$ cat config.mk
export PLATFORM = sky130hd
export DESIGN_NAME = train_scheduler_flat
export DESIGN_NICKNAME = d
export VERILOG_FILES = /design/src/rtl/train_scheduler_if.sv /design/src/rtl/train_scheduler.sv /design/src/flat_wrapper.sv
export SDC_FILE = /design/constraint.sdc
export NUM_CORES = 1
export LEC_CHECK = 0
export BUFFER_PORTS_ARGS = -buffer_cell sky130_fd_sc_hd__buf_4
export CORE_MARGIN = 5
export CORE_UTILIZATION = 40
export DETAILED_ROUTE_END_ITERATION = 8
export GPL_TIMING_DRIVEN = 0
export PLACE_DENSITY = 0.66
export SYNTH_ARGS = -nofsm -noshare
export SYNTH_HDL_FRONTEND = slang
export SYNTH_SLANG_ARGS = --single-unit
$ cat constraint.sdc
create_clock -name clk_i -period 2.45 [get_ports clk_i]
set_clock_uncertainty 0.1 [all_clocks]
set_input_delay 0.49 -clock clk_i [delete_from_list [all_inputs] [get_ports clk_i]]
set_output_delay 0.49 -clock clk_i [all_outputs]
set_load 0.1 [all_outputs]
$ cat src/rtl/train_scheduler_if.sv
// Datapath-facing bundle of the training sequencer: completion handshakes
// and result operands in, phase enables and clear strobes out.
interface train_scheduler_if #(
    parameter int NUM_BP  = 4,
    parameter int FINAL_W = 19
);
    logic                f_end_i;
    logic [NUM_BP-1:0]   b_end_i;
    logic                zero_end_check_i;
    logic [FINAL_W-1:0]  final_i;
    logic [FINAL_W-1:0]  target_i;
    logic [FINAL_W-1:0]  tol_i;
    logic                f0_pass_o;
    logic                f1_pass_o;
    logic                b_pass_o;
    logic                zero_loss_o;
    logic                zero_final_o;
    logic                zero_weight_update_o;

    // sequencer side
    modport master (
        input  f_end_i, b_end_i, zero_end_check_i, final_i, target_i, tol_i,
        output f0_pass_o, f1_pass_o, b_pass_o,
               zero_loss_o, zero_final_o, zero_weight_update_o
    );

    // datapath side
    modport slave (
        output f_end_i, b_end_i, zero_end_check_i, final_i, target_i, tol_i,
        input  f0_pass_o, f1_pass_o, b_pass_o,
               zero_loss_o, zero_final_o, zero_weight_update_o
    );
endinterface

$ cat src/rtl/train_scheduler.sv
// Training sequencer: forward pass, convergence check, backward pass over
// NUM_BP units and accumulator clear, repeated per epoch until convergence,
// epoch limit, abort or watchdog expiry.
module train_scheduler #(
    parameter int NUM_BP     = 4,
    parameter int FINAL_W    = 19,
    parameter int EPOCH_W    = 8,
    parameter int MAX_EPOCHS = 16,
    parameter int TIMEOUT    = 255
) (
    input  logic               clk_i,
    input  logic               rst_i,
    input  logic               en_i,
    input  logic               init_i,
    input  logic               abort_i,
    train_scheduler_if.master  dp,
    output logic               busy_o,
    output logic               done_o,
    output logic               converged_o,
    output logic               timeout_o,
    output logic [EPOCH_W-1:0] epoch_o
);

    typedef enum logic [2:0] {
        S_IDLE, S_FWD_INIT, S_FWD, S_CHECK, S_BWD, S_CLEAR, S_DONE, S_ERR
    } state_t;

    localparam logic [EPOCH_W-1:0] EP_LAST = EPOCH_W'(MAX_EPOCHS - 1);
    localparam logic [15:0]        WD_LAST = 16'(TIMEOUT - 1);
    localparam logic [NUM_BP-1:0]  BP_ALL  = '1;

    state_t              state_q, state_d;
    logic [EPOCH_W-1:0]  epoch_q, epoch_d;
    logic [15:0]         wd_q, wd_d;
    logic [NUM_BP-1:0]   mask_q, mask_d;
    logic                init_q, init_d;
    logic                armed_q, armed_d;
    logic                conv_q, conv_d;

    logic                start;
    logic                wd_exp;
    logic                wait_st;
    logic                in_tol;
    logic [FINAL_W-1:0]  diff;

    // Edge detect on init_i. armed_q requires init_i to have been seen low
    // since reset, so an init held high across reset cannot start a run.
    always_comb begin
        init_d  = en_i ? init_i : init_q;
        armed_d = armed_q | (en_i & ~init_i);
        start   = init_i & ~init_q & armed_q;
    end

    // Absolute error and per-state watchdog expiry.
    always_comb begin
        diff    = (dp.final_i >= dp.target_i) ? (dp.final_i - dp.target_i)
                                              : (dp.target_i - dp.final_i);
        in_tol  = (diff <= dp.tol_i);
        wait_st = (state_q == S_FWD_INIT) || (state_q == S_FWD) ||
                  (state_q == S_BWD) || (state_q == S_CLEAR);
        wd_exp  = (wd_q == WD_LAST);
    end

    // State register plus epoch, watchdog, mask and status flops.
    always_ff @(posedge clk_i or negedge rst_i) begin
        if (!rst_i) begin
            state_q <= S_IDLE;
            epoch_q <= '0;
            wd_q    <= '0;
            mask_q  <= '0;
            init_q  <= 1'b0;
            armed_q <= 1'b0;
            conv_q  <= 1'b0;
        end else begin
            state_q <= state_d;
            epoch_q <= epoch_d;
            wd_q    <= wd_d;
            mask_q  <= mask_d;
            init_q  <= init_d;
            armed_q <= armed_d;
            conv_q  <= conv_d;
        end
    end

    // Next-state: abort beats freeze, completion beats watchdog.
    always_comb begin
        state_d = state_q;
        if (abort_i) begin
            state_d = S_IDLE;
        end else if (en_i) begin
            case (state_q)
                S_IDLE, S_DONE, S_ERR: if (start) state_d = S_FWD_INIT;
                S_FWD_INIT, S_FWD: begin
                    if (dp.f_end_i)   state_d = S_CHECK;
                    else if (wd_exp)  state_d = S_ERR;
                end
                S_CHECK: begin
                    if (in_tol)                  state_d = S_DONE;
                    else if (epoch_q == EP_LAST) state_d = S_DONE;
                    else                         state_d = S_BWD;
                end
                S_BWD: begin
                    if ((mask_q | dp.b_end_i) == BP_ALL) state_d = S_CLEAR;
                    else if (wd_exp)                     state_d = S_ERR;
                end
                S_CLEAR: begin
                    if (dp.zero_end_check_i) state_d = S_FWD;
                    else if (wd_exp)         state_d = S_ERR;
                end
                default: state_d = S_IDLE;
            endcase
        end
    end

    // Epoch, watchdog, backprop mask and converged flag updates.
    always_comb begin
        epoch_d = epoch_q;
        wd_d    = wd_q;
        mask_d  = mask_q;
        conv_d  = conv_q;
        if (abort_i) begin
            epoch_d = '0;
            wd_d    = '0;
            mask_d  = '0;
            conv_d  = 1'b0;
        end else if (en_i) begin
            wd_d = (wait_st && state_d == state_q) ? wd_q + 16'd1 : 16'd0;
            case (state_q)
                S_IDLE, S_DONE, S_ERR: begin
                    if (start) begin
                        epoch_d = '0;
                        mask_d  = '0;
                        conv_d  = 1'b0;
                    end
                end
                S_CHECK: if (state_d == S_DONE) conv_d = in_tol;
                S_BWD:   mask_d = mask_q | dp.b_end_i;
                S_CLEAR: begin
                    if (dp.zero_end_check_i) begin
                        mask_d  = '0;
                        epoch_d = (epoch_q == EP_LAST) ? epoch_q : epoch_q + 1'b1;
                    end
                end
                default: ;
            endcase
        end
    end

    // Outputs decoded from the state register; pass enables drop while frozen.
    always_comb begin
        dp.f0_pass_o            = en_i && (state_q == S_FWD_INIT);
        dp.f1_pass_o            = en_i && (state_q == S_FWD);
        dp.b_pass_o             = en_i && (state_q == S_BWD);
        dp.zero_loss_o          = (state_q == S_CLEAR);
        dp.zero_final_o         = (state_q == S_CLEAR);
        dp.zero_weight_update_o = (state_q == S_CLEAR);
        busy_o      = !((state_q == S_IDLE) || (state_q == S_DONE) || (state_q == S_ERR));
        done_o      = (state_q == S_DONE);
        timeout_o   = (state_q == S_ERR);
        converged_o = conv_q;
        epoch_o     = epoch_q;
    end

endmodule
$ cat src/flat_wrapper.sv
// flat-port wrapper written by rule: the top's interface ports become plain ports
module train_scheduler_flat 
#(
    parameter int NUM_BP     = 4,
    parameter int FINAL_W    = 19,
    parameter int EPOCH_W    = 8,
    parameter int MAX_EPOCHS = 16,
    parameter int TIMEOUT    = 255
)
  (clk_i, rst_i, en_i, init_i, abort_i, busy_o, done_o, converged_o, timeout_o, epoch_o, dp_f_end_i, dp_b_end_i, dp_zero_end_check_i, dp_final_i, dp_target_i, dp_tol_i, dp_f0_pass_o, dp_f1_pass_o, dp_b_pass_o, dp_zero_loss_o, dp_zero_final_o, dp_zero_weight_update_o);
  train_scheduler_if #(.NUM_BP(NUM_BP), .FINAL_W(FINAL_W)) dp_i ();
  input  logic clk_i;
  input  logic rst_i;
  input  logic en_i;
  input  logic init_i;
  input  logic abort_i;
  output logic busy_o;
  output logic done_o;
  output logic converged_o;
  output logic timeout_o;
  output logic [EPOCH_W-1:0] epoch_o;
  input wire logic [$bits(dp_i.f_end_i)-1:0] dp_f_end_i;
  input wire logic [$bits(dp_i.b_end_i)-1:0] dp_b_end_i;
  input wire logic [$bits(dp_i.zero_end_check_i)-1:0] dp_zero_end_check_i;
  input wire logic [$bits(dp_i.final_i)-1:0] dp_final_i;
  input wire logic [$bits(dp_i.target_i)-1:0] dp_target_i;
  input wire logic [$bits(dp_i.tol_i)-1:0] dp_tol_i;
  output wire logic [$bits(dp_i.f0_pass_o)-1:0] dp_f0_pass_o;
  output wire logic [$bits(dp_i.f1_pass_o)-1:0] dp_f1_pass_o;
  output wire logic [$bits(dp_i.b_pass_o)-1:0] dp_b_pass_o;
  output wire logic [$bits(dp_i.zero_loss_o)-1:0] dp_zero_loss_o;
  output wire logic [$bits(dp_i.zero_final_o)-1:0] dp_zero_final_o;
  output wire logic [$bits(dp_i.zero_weight_update_o)-1:0] dp_zero_weight_update_o;
  assign dp_i.f_end_i = dp_f_end_i;
  assign dp_i.b_end_i = dp_b_end_i;
  assign dp_i.zero_end_check_i = dp_zero_end_check_i;
  assign dp_i.final_i = dp_final_i;
  assign dp_i.target_i = dp_target_i;
  assign dp_i.tol_i = dp_tol_i;
  assign dp_f0_pass_o = dp_i.f0_pass_o;
  assign dp_f1_pass_o = dp_i.f1_pass_o;
  assign dp_b_pass_o = dp_i.b_pass_o;
  assign dp_zero_loss_o = dp_i.zero_loss_o;
  assign dp_zero_final_o = dp_i.zero_final_o;
  assign dp_zero_weight_update_o = dp_i.zero_weight_update_o;
  train_scheduler #(.NUM_BP(NUM_BP), .FINAL_W(FINAL_W), .EPOCH_W(EPOCH_W), .MAX_EPOCHS(MAX_EPOCHS), .TIMEOUT(TIMEOUT)) u_core (.clk_i(clk_i), .rst_i(rst_i), .en_i(en_i), .init_i(init_i), .abort_i(abort_i), .dp(dp_i), .busy_o(busy_o), .done_o(done_o), .converged_o(converged_o), .timeout_o(timeout_o), .epoch_o(epoch_o));
endmodule
==> results.json <==
{
  "detail-route-antenna-nets": 0,
  "grt_pass1_vias": 4649,
  "grt_start_max_net_pins": 35,
  "placementRows": 38,
  "dp_slack_ns": -2.128,
  "port_buffers": 83,
  "worstPathMaxFanout": 7,
  "synth-edff-count": 0,
  "die_y_um": 116.0,
  "dpl.hpwl_mm": 9.844,
  "rsz0062_at_grt": "true",
  "vias": 4768,
  "status": "complete, but fails checks",
  "drive_gt1_share_pct": 35.77,
  "grt_overflow": 0,
  "synth_warnings": 0,
  "cts_buffers": 5,
  "layout_min_cycle_time_ns": 4.230,
  "final_max_slew_viol_count": 0,
  "cap_violations": 0,
  "wirelength_mm": 13.39,
  "start_util_pct": 41.12,
  "required_ns": 2.49,
  "power.density_nw_per_um2": 376.0,
  "dieArea_um2": 13460,
  "clock_tree.buffer_depth": 2,
  "place_area_um2": 5518,
  "violations": "setup timing",
  "slew_headroom_pct": 57.01,
  "ir_worst_vdd_v": 0.0004555,
  "min_path_type": "in -> async",
  "startpoint_type": "input pin",
  "antenna_found_initial": 0,
  "antenna_cells": 0,
  "drtIter0Drc": 268,
  "h-tree-depth": 2,
  "synthDistinctLibCells": 72,
  "fin_nets": 838,
  "ys_async_sr_fraction_pct": 100.0,
  "ctsHoldBuffers": 0,
  "cts_tree": "yes",
  "postLayoutCellArea_um2": 6365,
  "synth.cell_area_um2": 4497,
  "setup_viol": 18,
  "fin_ws_ns": -1.780,
  "synth_nets": 717,
  "final_common_cell": "buf_4",
  "cts_sinks": 34,
  "syn_avg_cell_area_um2": 7.648,
  "n_fill_cell": 987,
  "syn2layout_area_growth_pct": 41.54,
  "path_class": "in -> reg",
  "die_x_um": 116.0,
  "cts_root_buffer": "clkbuf_16",
  "drc": 0,
  "ioPinCount": 86,
  "drt_first_pass_iters": 5,
  "hold_violations": 0,
  "grt.total_usage_pct": 18.98,
  "mostFrequentLayoutCells": "114 x buf_4, 70 x inv_1, 45 x ha_1, 36 x nand2_1, 36 x a21oi_1",
  "fmax_ghz": 0.2364,
  "syn_inst": 588,
  "clk_pin_slew_ns": 0.06,
  "worst_pin_slew_ns": 0.6424,
  "fin_crit_sh_pct": 172.6,
  "p_leak_uw": 0.002993,
  "core_area_um2": 10940,
  "cp-end-kind": "flop",
  "synth_seq_cells": 34,
  "post_drt_wl_per_cell_um": 15.76,
  "arrival_ns": 4.27,
  "clk_latency_ns": 0.28,
  "ys.flop_type": "dfrtp_1",
  "yosysSeqAreaShare_pct": 18.92,
  "grt_pass1_wl_mm": 21.30,
  "gp_congestion": 0.9429,
  "via_per_inst": 5.609
}
## path summary, 6_finish.rpt
path,from,end,slack (ns),depth (start not counted)
max,dp_target_i[10],u_core.converged_o$_DFFE_PN0P_,-1.78,22
max reg2reg,u_core.wd_q[0]$_DFFE_PN0N_,u_core.wd_q[6]$_DFFE_PN0N_,-0.12,12
max in group asynchronous,rst_i,u_core.epoch_o[1]$_DFFE_PN0P_,1.85,1
min reg2reg,u_core.mask_q[3]$_DFFE_PN0P_,u_core.mask_q[3]$_DFFE_PN0P_,0.40,2
min in group clk_i,init_i,u_core.armed_q$_DFF_PN0_,0.32,2
min,rst_i,u_core.mask_q[0]$_DFFE_PN0P_,0.06,1
## layer usage
metal,vias to the layer above,global-route usage (%),share of wire (%)
met4,0,4.331,1.6
met3,26,2.245,6.2
li1,2333,-,-
met5,-,0,0
met2,160,34.83,50
met1,2249,23.71,42
## where the power goes
part	total (µW)	switching, µW	internal [µW]
logic	1180	610	569
registers	577	5.49	571
clock network	638	236	402
total	2390	851	1540
## final cells by class
type / instances / area (µm²) / area share [%]
multi-input combinational: 450 / 3735 / 58.68
timing repair buffer: 120 / 963.4 / 15.14
sequential: 34 / 862.1 / 13.54
inverter: 78 / 309.0 / 4.856
tap: 140 / 175.2 / 2.752
buffer: 20 / 168.9 / 2.654
clock buffer: 6 / 138.9 / 2.182
clock inverter: 2 / 12.51 / 0.1966
## flip-flops by register name, summed over array words and instances (netlist names)
| signal | cells |
|---|---|
| u_core.wd_q | 16 |
| u_core.epoch_o | 8 |
| u_core.mask_q | 4 |
| u_core.state_q | 3 |
| u_core.armed_q | 1 |
| u_core.converged_o | 1 |
| u_core.init_q | 1 |
## logic make-up (layout without fill, tap and decap cells)
| kind of cell | count (synthesis) | after routing | share of synthesized area (%) |
|---|---|---|---|
| adder cells (fa/ha/maj) | 61 | 61 | 17.31 |
| multiplexers | 15 | 15 | 3.478 |
| XOR/XNOR | 19 | 19 | 3.701 |
| buffers and inverters | 105 | 226 | 9.877 |
| AO/OA/AOI/OAI | 193 | 194 | 27.66 |
| flip-flops | 34 | 34 | 18.92 |
| AND/OR/NAND/NOR | 161 | 161 | 19.06 |
## cell usage after synthesis (8+ instances only)
master    number  area share (%)
inv_1         78             6.5
ha_1          59              16
a21oi_1       54             6.0
o21ai_0       47             5.2
nand2_1       42             3.5
dfrtp_1       34              19
nor2_1        30             2.5
a21o_1        18             3.0
nand3_1       17             1.9
and3_1        13             1.8
nor3_1        12             1.3
xnor2_1       12             2.3
mux2i_1       10             2.2
clkbuf_1       9            0.75
nand2b_1       9             1.3
o211ai_1       9             1.5
buf_2          8            0.89
nand4_1        8             1.1
o21ai_1        8            0.89
## worst max-delay path: stages
cell and delay, ns:
buf_4 0.08, inv_1 0.03, ha_1 0.29, buf_6 0.15
nand2_4 0.09, nor3_4 0.06, buf_4 0.15, a41o_1 0.24
a2bb2oi_2 0.20, buf_4 0.16, o311ai_4 0.15, a2111oi_2 0.42
a21oi_1 0.10, xor2_1 0.16, ha_1 0.30, and3_4 0.18
nand4_1 0.19, o21ai_2 0.10, a211oi_2 0.27, a211oi_2 0.08
o311ai_1 0.27, a21oi_1 0.10
## metrics by stage
step / utilization [%] / total power [µW] / TNS [ns] / hold slack (ns) / cells
2_1_floorplan: - / 1266 / -2.881 / 0.09441 / 588
3_3_place_gp: 50.46 / 1521 / -9.177 / 0.3730 / 811
3_5_place_dp: 50.46 / 1544 / -8.927 / 0.3727 / 811
4_1_cts: 55.29 / 2269 / -3.616 / 0.07532 / 841
5_1_grt: 58.20 / 2548 / -7.312 / 0.1038 / 850
6_report: 58.20 / 2393 / -4.339 / 0.05773 / 850
## timing repair
action                     CTS  global route
pin swaps                   39            42
setup endpoints to repair   27            31
gates cloned                 1             2
gates resized for setup     57            69
hold endpoints to repair     0             0
setup buffers               23            12
(Power assumes the default switching activity.)
